<file path="config.mk">
export PLATFORM = sky130hd
export DESIGN_NAME = paralelo_serial
export DESIGN_NICKNAME = d
export VERILOG_FILES = /design/src/rtl/paralelo_serial_pkg.sv /design/src/rtl/paralelo_serial_shift_reg_piso.sv /design/src/rtl/paralelo_serial.sv
export SDC_FILE = /design/constraint.sdc
export NUM_CORES = 1
export LEC_CHECK = 0
export ABC_CLOCK_PERIOD_IN_PS = 2050
export CAP_MARGIN = 20
export CORE_MARGIN = 4
export CORE_UTILIZATION = 47
export DETAILED_ROUTE_END_ITERATION = 8
export HOLD_SLACK_MARGIN = 0.06
export PLACE_DENSITY = 0.84
export SLEW_MARGIN = 25
export SYNTH_ARGS = -nofsm -noshare
export SYNTH_HDL_FRONTEND = slang
export SYNTH_SLANG_ARGS = --single-unit
</file>
<file path="constraint.sdc">
create_clock -name clk8f -period 2.05 [get_ports clk8f]
set_input_delay 0.5125 -clock clk8f [delete_from_list [all_inputs] [get_ports clk8f]]
set_output_delay 0.5125 -clock clk8f [all_outputs]
set_load 0.01 [all_outputs]
</file>
<file path="src/rtl/paralelo_serial_pkg.sv">
// Shared definitions for the serializer, deserializer and comma detector:
// word width, comma symbol and link state encoding.
package paralelo_serial_pkg;

    localparam int           WORD_W     = 8;
    localparam logic [7:0]   COM_SYMBOL = 8'hBC;

    typedef enum logic {
        ST_PREAMBLE = 1'b0,
        ST_DATA     = 1'b1
    } state_t;

endpackage

</file>
<file path="src/rtl/paralelo_serial_shift_reg_piso.sv">
// Parallel-load / shift-left register; the MSB is the serial output.
module shift_reg_piso #(
    parameter int W = 8
) (
    input  logic         clk,
    input  logic         rst_n,
    input  logic         i_load,
    input  logic         i_shift,
    input  logic [W-1:0] i_data,
    output logic         o_msb
);

    logic [W-1:0] r_shreg;

    always_ff @(posedge clk or negedge rst_n) begin
        if (!rst_n) begin
            r_shreg <= '0;
        end else if (i_load) begin
            r_shreg <= i_data;
        end else if (i_shift) begin
            r_shreg <= {r_shreg[W-2:0], 1'b0};
        end
    end

    assign o_msb = r_shreg[W-1];

endmodule

</file>
<file path="src/rtl/paralelo_serial.sv">
// 8:1 serializer on clk8f: one word per 8 cycles, MSB first, with a post-reset
// comma preamble and comma insertion for invalid upstream words.
module paralelo_serial
    import paralelo_serial_pkg::*;
#(
    parameter int         WIDTH          = WORD_W,
    parameter logic [7:0] COM            = COM_SYMBOL,
    parameter int         PREAMBLE_WORDS = 4
) (
    input  logic             clk8f,
    input  logic             reset,
    input  logic [WIDTH-1:0] data_in,
    input  logic             valid_in,
    output logic             data_out,
    output logic             word_start,
    output logic             idle_out,
    output logic             synced
);

    localparam logic [3:0] PRE_LAST = 4'(PREAMBLE_WORDS - 1);

    state_t           r_state;
    state_t           w_state_next;
    logic [2:0]       r_bit_idx;
    logic [3:0]       r_pre_cnt;
    logic             r_word_start;
    logic             r_idle;
    logic             w_capture;
    logic             w_sel_com;
    logic [WIDTH-1:0] w_sel;

    assign w_capture = (r_bit_idx == 3'd7);

    // State register
    always_ff @(posedge clk8f or negedge reset) begin
        if (!reset) begin
            r_state <= ST_PREAMBLE;
        end else begin
            r_state <= w_state_next;
        end
    end

    // Next state: the capture sending the last preamble COM moves to DATA
    always_comb begin
        w_state_next = r_state;
        if (r_state == ST_PREAMBLE && w_capture && r_pre_cnt == PRE_LAST) begin
            w_state_next = ST_DATA;
        end
    end

    // Word selection
    always_comb begin
        w_sel_com = (r_state == ST_PREAMBLE) || !valid_in;
        w_sel     = w_sel_com ? COM : data_in;
    end

    always_ff @(posedge clk8f or negedge reset) begin
        if (!reset) begin
            r_bit_idx    <= 3'd7;
            r_pre_cnt    <= 4'd0;
            r_word_start <= 1'b0;
            r_idle       <= 1'b0;
        end else if (w_capture) begin
            r_bit_idx    <= 3'd0;
            r_word_start <= 1'b1;
            r_idle       <= w_sel_com;
            if (r_state == ST_PREAMBLE) begin
                r_pre_cnt <= r_pre_cnt + 4'd1;
            end
        end else begin
            r_bit_idx    <= r_bit_idx + 3'd1;
            r_word_start <= 1'b0;
        end
    end

    // Shift register MSB is the lane, so data_out is a direct register output
    shift_reg_piso #(
        .W (WIDTH)
    ) u_piso (
        .clk     (clk8f),
        .rst_n   (reset),
        .i_load  (w_capture),
        .i_shift (!w_capture),
        .i_data  (w_sel),
        .o_msb   (data_out)
    );

    assign word_start = r_word_start;
    assign idle_out   = r_idle;
    assign synced     = (r_state == ST_DATA);

endmodule

</file>
== Word level (Yosys, flattened, before mapping) ==
Index checks and enable logic that the tools add are counted.
Cells by class
  $add $sub $neg: 2
  equal/unequal tests: 2
  multiplexer cells: 4
  bitwise operators: 1
  reduce and logical (&&, ||, !) cells: 5
Operators by type and width (number)
  2-to-1 mux 8 bit: 2
  adder 4 x 1 -> 4 bit (second input constant): 1
  equality test 4 x 2 -> 1 bit (second input constant): 1
  adder 3 x 1 -> 3 bit (second input constant): 1
  equality test 3 bit (second input constant): 1
  2-to-1 mux 3 bit: 1
  logical AND 1 bit: 2
  AND reduction 2 bit: 1
  logical NOT 1 bit: 1
  logical OR 1 bit: 1
  2-to-1 mux 1 bit: 1
  inverter 1 bit: 1
Word-level totals
  input bits: 11
  output and inout bits: 4
  register bits after elaboration: 18
  logic and storage cells: 20

== Depth between registers and ports, before layout ==
  depth in word-level cells: 4
  mapped depth: 6
  depth with buffers taken out: 5

== By module ==
A second synthesis with hierarchy kept.
Unflattened totals
  cells, all modules: 70
  area total of the unflattened synthesis: 825.8 um2
Modules (own cells, without submodules)
  paralelo_serial: area each 456.7 um2, instances 1, cells an instance 36, seq. area each 254.0 um2
  shift_reg_piso: area each 369.1 um2, instances 1, cells an instance 34, seq. area each 200.2 um2

== Least setup slack after synthesis ==
OpenSTA, ideal clock, no wires.
  kind: register to register
  start point: register r_bit_idx[0]
  end point: register r_pre_cnt[1]
  clock period less this slack: 1.487 ns
  arrival time: 1.362 ns
  required time: 1.925 ns
  path buffers: 0
  slack: 0.563 ns
  setup time: 0.125 ns
  cell stages (with the launch flop): 5
  cell sequence: dfstp_2 -> ha_1 -> ha_1 -> nor2b_4 -> mux2_2
Between the ends
  longest elaborated chain between the ends: 2
RTL lines
  from (decl): RTL line paralelo_serial.sv:24  | logic [2:0] r_bit_idx;
  from (signal assigned): RTL line paralelo_serial.sv:71  | r_bit_idx <= r_bit_idx + 3'd1;
  equality test 3 bit: RTL line paralelo_serial.sv:32  | assign w_capture = (r_bit_idx == 3'd7);
  net u_piso.i_load: RTL line paralelo_serial_shift_reg_piso.sv:7  | input logic i_load,
  AND reduction 2 bit (no line)
  to (signal assigned): RTL line paralelo_serial.sv:68  | r_pre_cnt <= r_pre_cnt + 4'd1;
  to (decl): RTL line paralelo_serial.sv:25  | logic [3:0] r_pre_cnt;
The timed path passes the listed nets, and every way through them passes these cells.
A chain may end at the register's enable or synchronous reset.

== Final worst setup path ==
  start point: register r_state, in the netlist synced
  end point: output synced
RTL lines
  from (decl): RTL line paralelo_serial.sv:22  | state_t r_state;
  from (signal assigned): RTL line paralelo_serial.sv:39  | r_state <= w_state_next;
  to (decl): RTL line paralelo_serial.sv:17  | output logic synced
No word-level cell between the ends.

==> results.md <==
- Together, buffers and inverters on the worst path number 1.
- The transition at the pin with the smallest max-transition slack is ~510 ps.
- The die height is 46.8 um.
- The number of I/O port buffers is 14.
- Of the cells placed in the final design, the portion with a size suffix greater than 1 is 14.3%.
- At the worst endpoint, the required time is 1540 ps.
- For this run, the post-layout net count is 93.
- Traced cell by cell, the critical path runs through clkdlybuf4s50_1.
- The critical path is of the reg -> out type.
- Setup repair after global routing left no endpoint under its margin.
- The clock reaches the later pin of the worst-skew pair after 280 ps.
- The number of buffers created by CTS is 3.
- STA classifies the critical path startpoint as a register.
- The via count of the first global-routing pass is 452.
- The final core area utilization is between 60% and 70%.
- The total of endpoints with negative setup slack in the final report is 0.
- The placed instance count is between 80 and 90.
- The worst path uses roughly nine tenths of the clock period.
- The minimum clock period after layout is 1840 ps.
- Clock tree synthesis selected as its root buffer the cell clkbuf_4.
- The number of DRC violations after detailed routing is 0.
- The maximum VDD drop is 0.000361 V.
- In this run the deepest clock path goes through 2 buffers.
- The count of maximum capacitance violations is 0.
- The flow ran to the end, and the final reports show no timing, DRC or antenna violations.
- The initialized floorplan defines 13 standard-cell rows.
- For this design, the slowest cell found on the critical path is clkdlybuf4s50_1.
- Clock-pin slew was measured on the worst setup and hold paths at 90 ps.
- The power density over the cells is 686 mW/mm^2.
- Sequential cells were found to cover 64.4% of the synthesized design area.
- The routed design has about 1200 um of wire.
- In the final routed layout, each cell accounts on average for 12.6 um.
- The count of cells in the finished layout, fillers not included, comes to 92.
- The worst-case headroom to the max-slew limit is 66.0%.
- The count of vias placed by the detailed router is 462.
- The largest fanout of any net on the critical path is 5.
- For this configuration, the core starts out at a cell density of 52.3%.
- The area share of the largest cell type after synthesis is 53.2%.
- The worst path arrival time is 1330 ps.
- The worst setup path is captured at an output port.
- The repair_antennas step left the layout with diodes totalling 0.
- Post-CTS timing repair inserted 0 buffers for setup.
- After floorplanning, the core was sized to cover 0.00135 mm^2.
- In this run the mean area of a mapped cell was between 10 and 15 um^2.
- The detailed placer's ending HPWL is roughly 900 um.
- TritonCTS built the clock tree.
- By area the synthesized netlist is led by dfrtp_1, dfstp_2, nor2_1.
- The count of H-tree levels built during CTS is 1.
- The multi-input combinational cells in the finished layout cover a total of 231 um^2.
- The library cell used most frequently in the layout, excluding fill and tap cells, is dfrtp_1.
- The cell area after synthesis is 706 um^2.
- For this run, the top clock speed supported by timing is 0.542 GHz.
- The area of the die is ~0.0022 mm^2.
- The worst hold path belongs to the class reg -> reg.
- The congestion estimate from routability-driven global placement came to 0.732.
- For the final database, setup skew stands at around 0.57 ps.
- The number of warnings reported in the yosys synthesis log is 0.
- Overall power consumption after layout is estimated at approximately 0.00061 W.
- The die width is between 40 and 50 um.
- Entering global routing, the biggest net connects 18 pins.
- The initial antenna violation count is 0.
- The largest total area in the synthesized netlist belongs to dfrtp_1.
- Once the clock tree was built, the resizer swapped 0 gates to a different size.
- The library cells used most frequently in the layout, excluding fill and tap cells, are dfrtp_1, nor2_1, clkdlybuf4s50_1, nand2_1, a21oi_1.
- Global routing finished with a remaining overflow of 0.
- The area taken by flip-flops and latches is 454 um^2.
- The number of different library cells used by synthesis comes to 17.
- In this run the count of I/O pins placed on the die edge is 15.
- The gate count after technology mapping is 60.
- Compared with the post-synthesis result, the final layout area differs by 27.0%.
- The cell family contributing the most delay on the critical path is buffers and inverters.
- The final-report max-slew violation count came to 0.
- After the first detailed-routing iteration, the DRC count stood at 2.
- The post-route setup TNS is 0 ps.
- The first global-routing pass estimated 1930 um of wire.
- The leakage power figure is roughly 0.41 nW.
- The detail route stage leaves a number of antenna-violating nets equal to 0.
- Global routing consumed, over all layers together, 12.9% of the routing resources.
- The clock drives 18 sinks.
- Using the TritonRoute via totals, the vias-per-cell ratio works out to 5.02.
- For this run, the detailed router's first-pass iteration total came to 3.
- The net count of the mapped netlist is between 70 and 80.
- The final hold violation count came to 0.
- The largest single stage delay on the critical path is 580 ps.
- The count of hold buffers inserted by post-cts repair is 0.
- The register bit count reported by yosys is 18.
- The fill cell instance count of the final layout is about 100.
[logic make-up (layout without fill, tap and decap cells)]
group,after synthesis,after routing,synth area share (%)
and+or+nand+nor,21,21,12.9
DFF,18,18,64.4
AOI/OAI and AO/OA,9,9,7.45
adders and majority gates,4,4,7.09
buffers and inverters,4,21,2.84
xor gates and xnor gates,3,3,3.72
muxes,1,1,1.60
[stage by stage]
step	instance area (um^2)	hold WS (ps)	setup WS, ps
final	896	492	207
after global routing	896	520	142
after CTS	896	496	191
after global placement	860	462	494
after floorplan	706	217	563
after detailed placement	860	483	472
[registers in the layout (all words and copies together), names as in the netlist]
signal and cells:
idle_out 1, r_bit_idx 3, r_pre_cnt 4, synced 1, u_piso.r_shreg 8, word_start 1
[layer usage]
metal | share of wire (%) | vias up | routed length, um | GRT usage (%)
met5 | 0 | - | 0 | 0
met4 | 0.52 | 0 | 6 | 6.63
met3 | 9.3 | 2 | 108 | 2.68
met2 | 47 | 12 | 550 | 22.3
met1 | 43 | 215 | 493 | 15.1
li1 | - | 233 | - | -
[final cells by class]
cell class                 count  share of cell area [%]
clock buffer                   4                    4.05
timing repair buffer          15                    16.5
inverter                       2                   0.838
sequential                    18                    50.7
tap                           15                    2.09
multi-input combinational     38                    25.8
[final timing paths]
path,from,to,slack [ps],depth (start not counted)
max,synced,synced,210,1
min in group asynchronous,reset,u_piso.r_shreg[2],510,1
max in group asynchronous,reset,u_piso.r_shreg[4],1050,2
min reg2reg,r_pre_cnt[3],r_pre_cnt[3],490,1
max reg2reg,r_bit_idx[0],r_pre_cnt[1],460,4
min,r_pre_cnt[3],r_pre_cnt[3],490,1
[cells in the mapped netlist]
cell	n
inv_1	2
xor2_1	1
nor2_1	14
ha_1	4
buf_2	1
nor2b_4	1
dfstp_2	3
o22ai_1	2
a31oi_1	1
mux2_2	1
a21oi_1	5
dfrtp_1	15
a31o_2	1
xnor2_1	2
buf_4	1
nand4_1	1
nand2_1	5
[where the power goes]
part           total [W]  switching, W  internal, W
Sequential      0.000366    0.00000264     0.000363
Combinational  0.0000436     0.0000180    0.0000255
Clock           0.000206     0.0000978     0.000108
No activity file was read; power rests on OpenSTA's default activity.
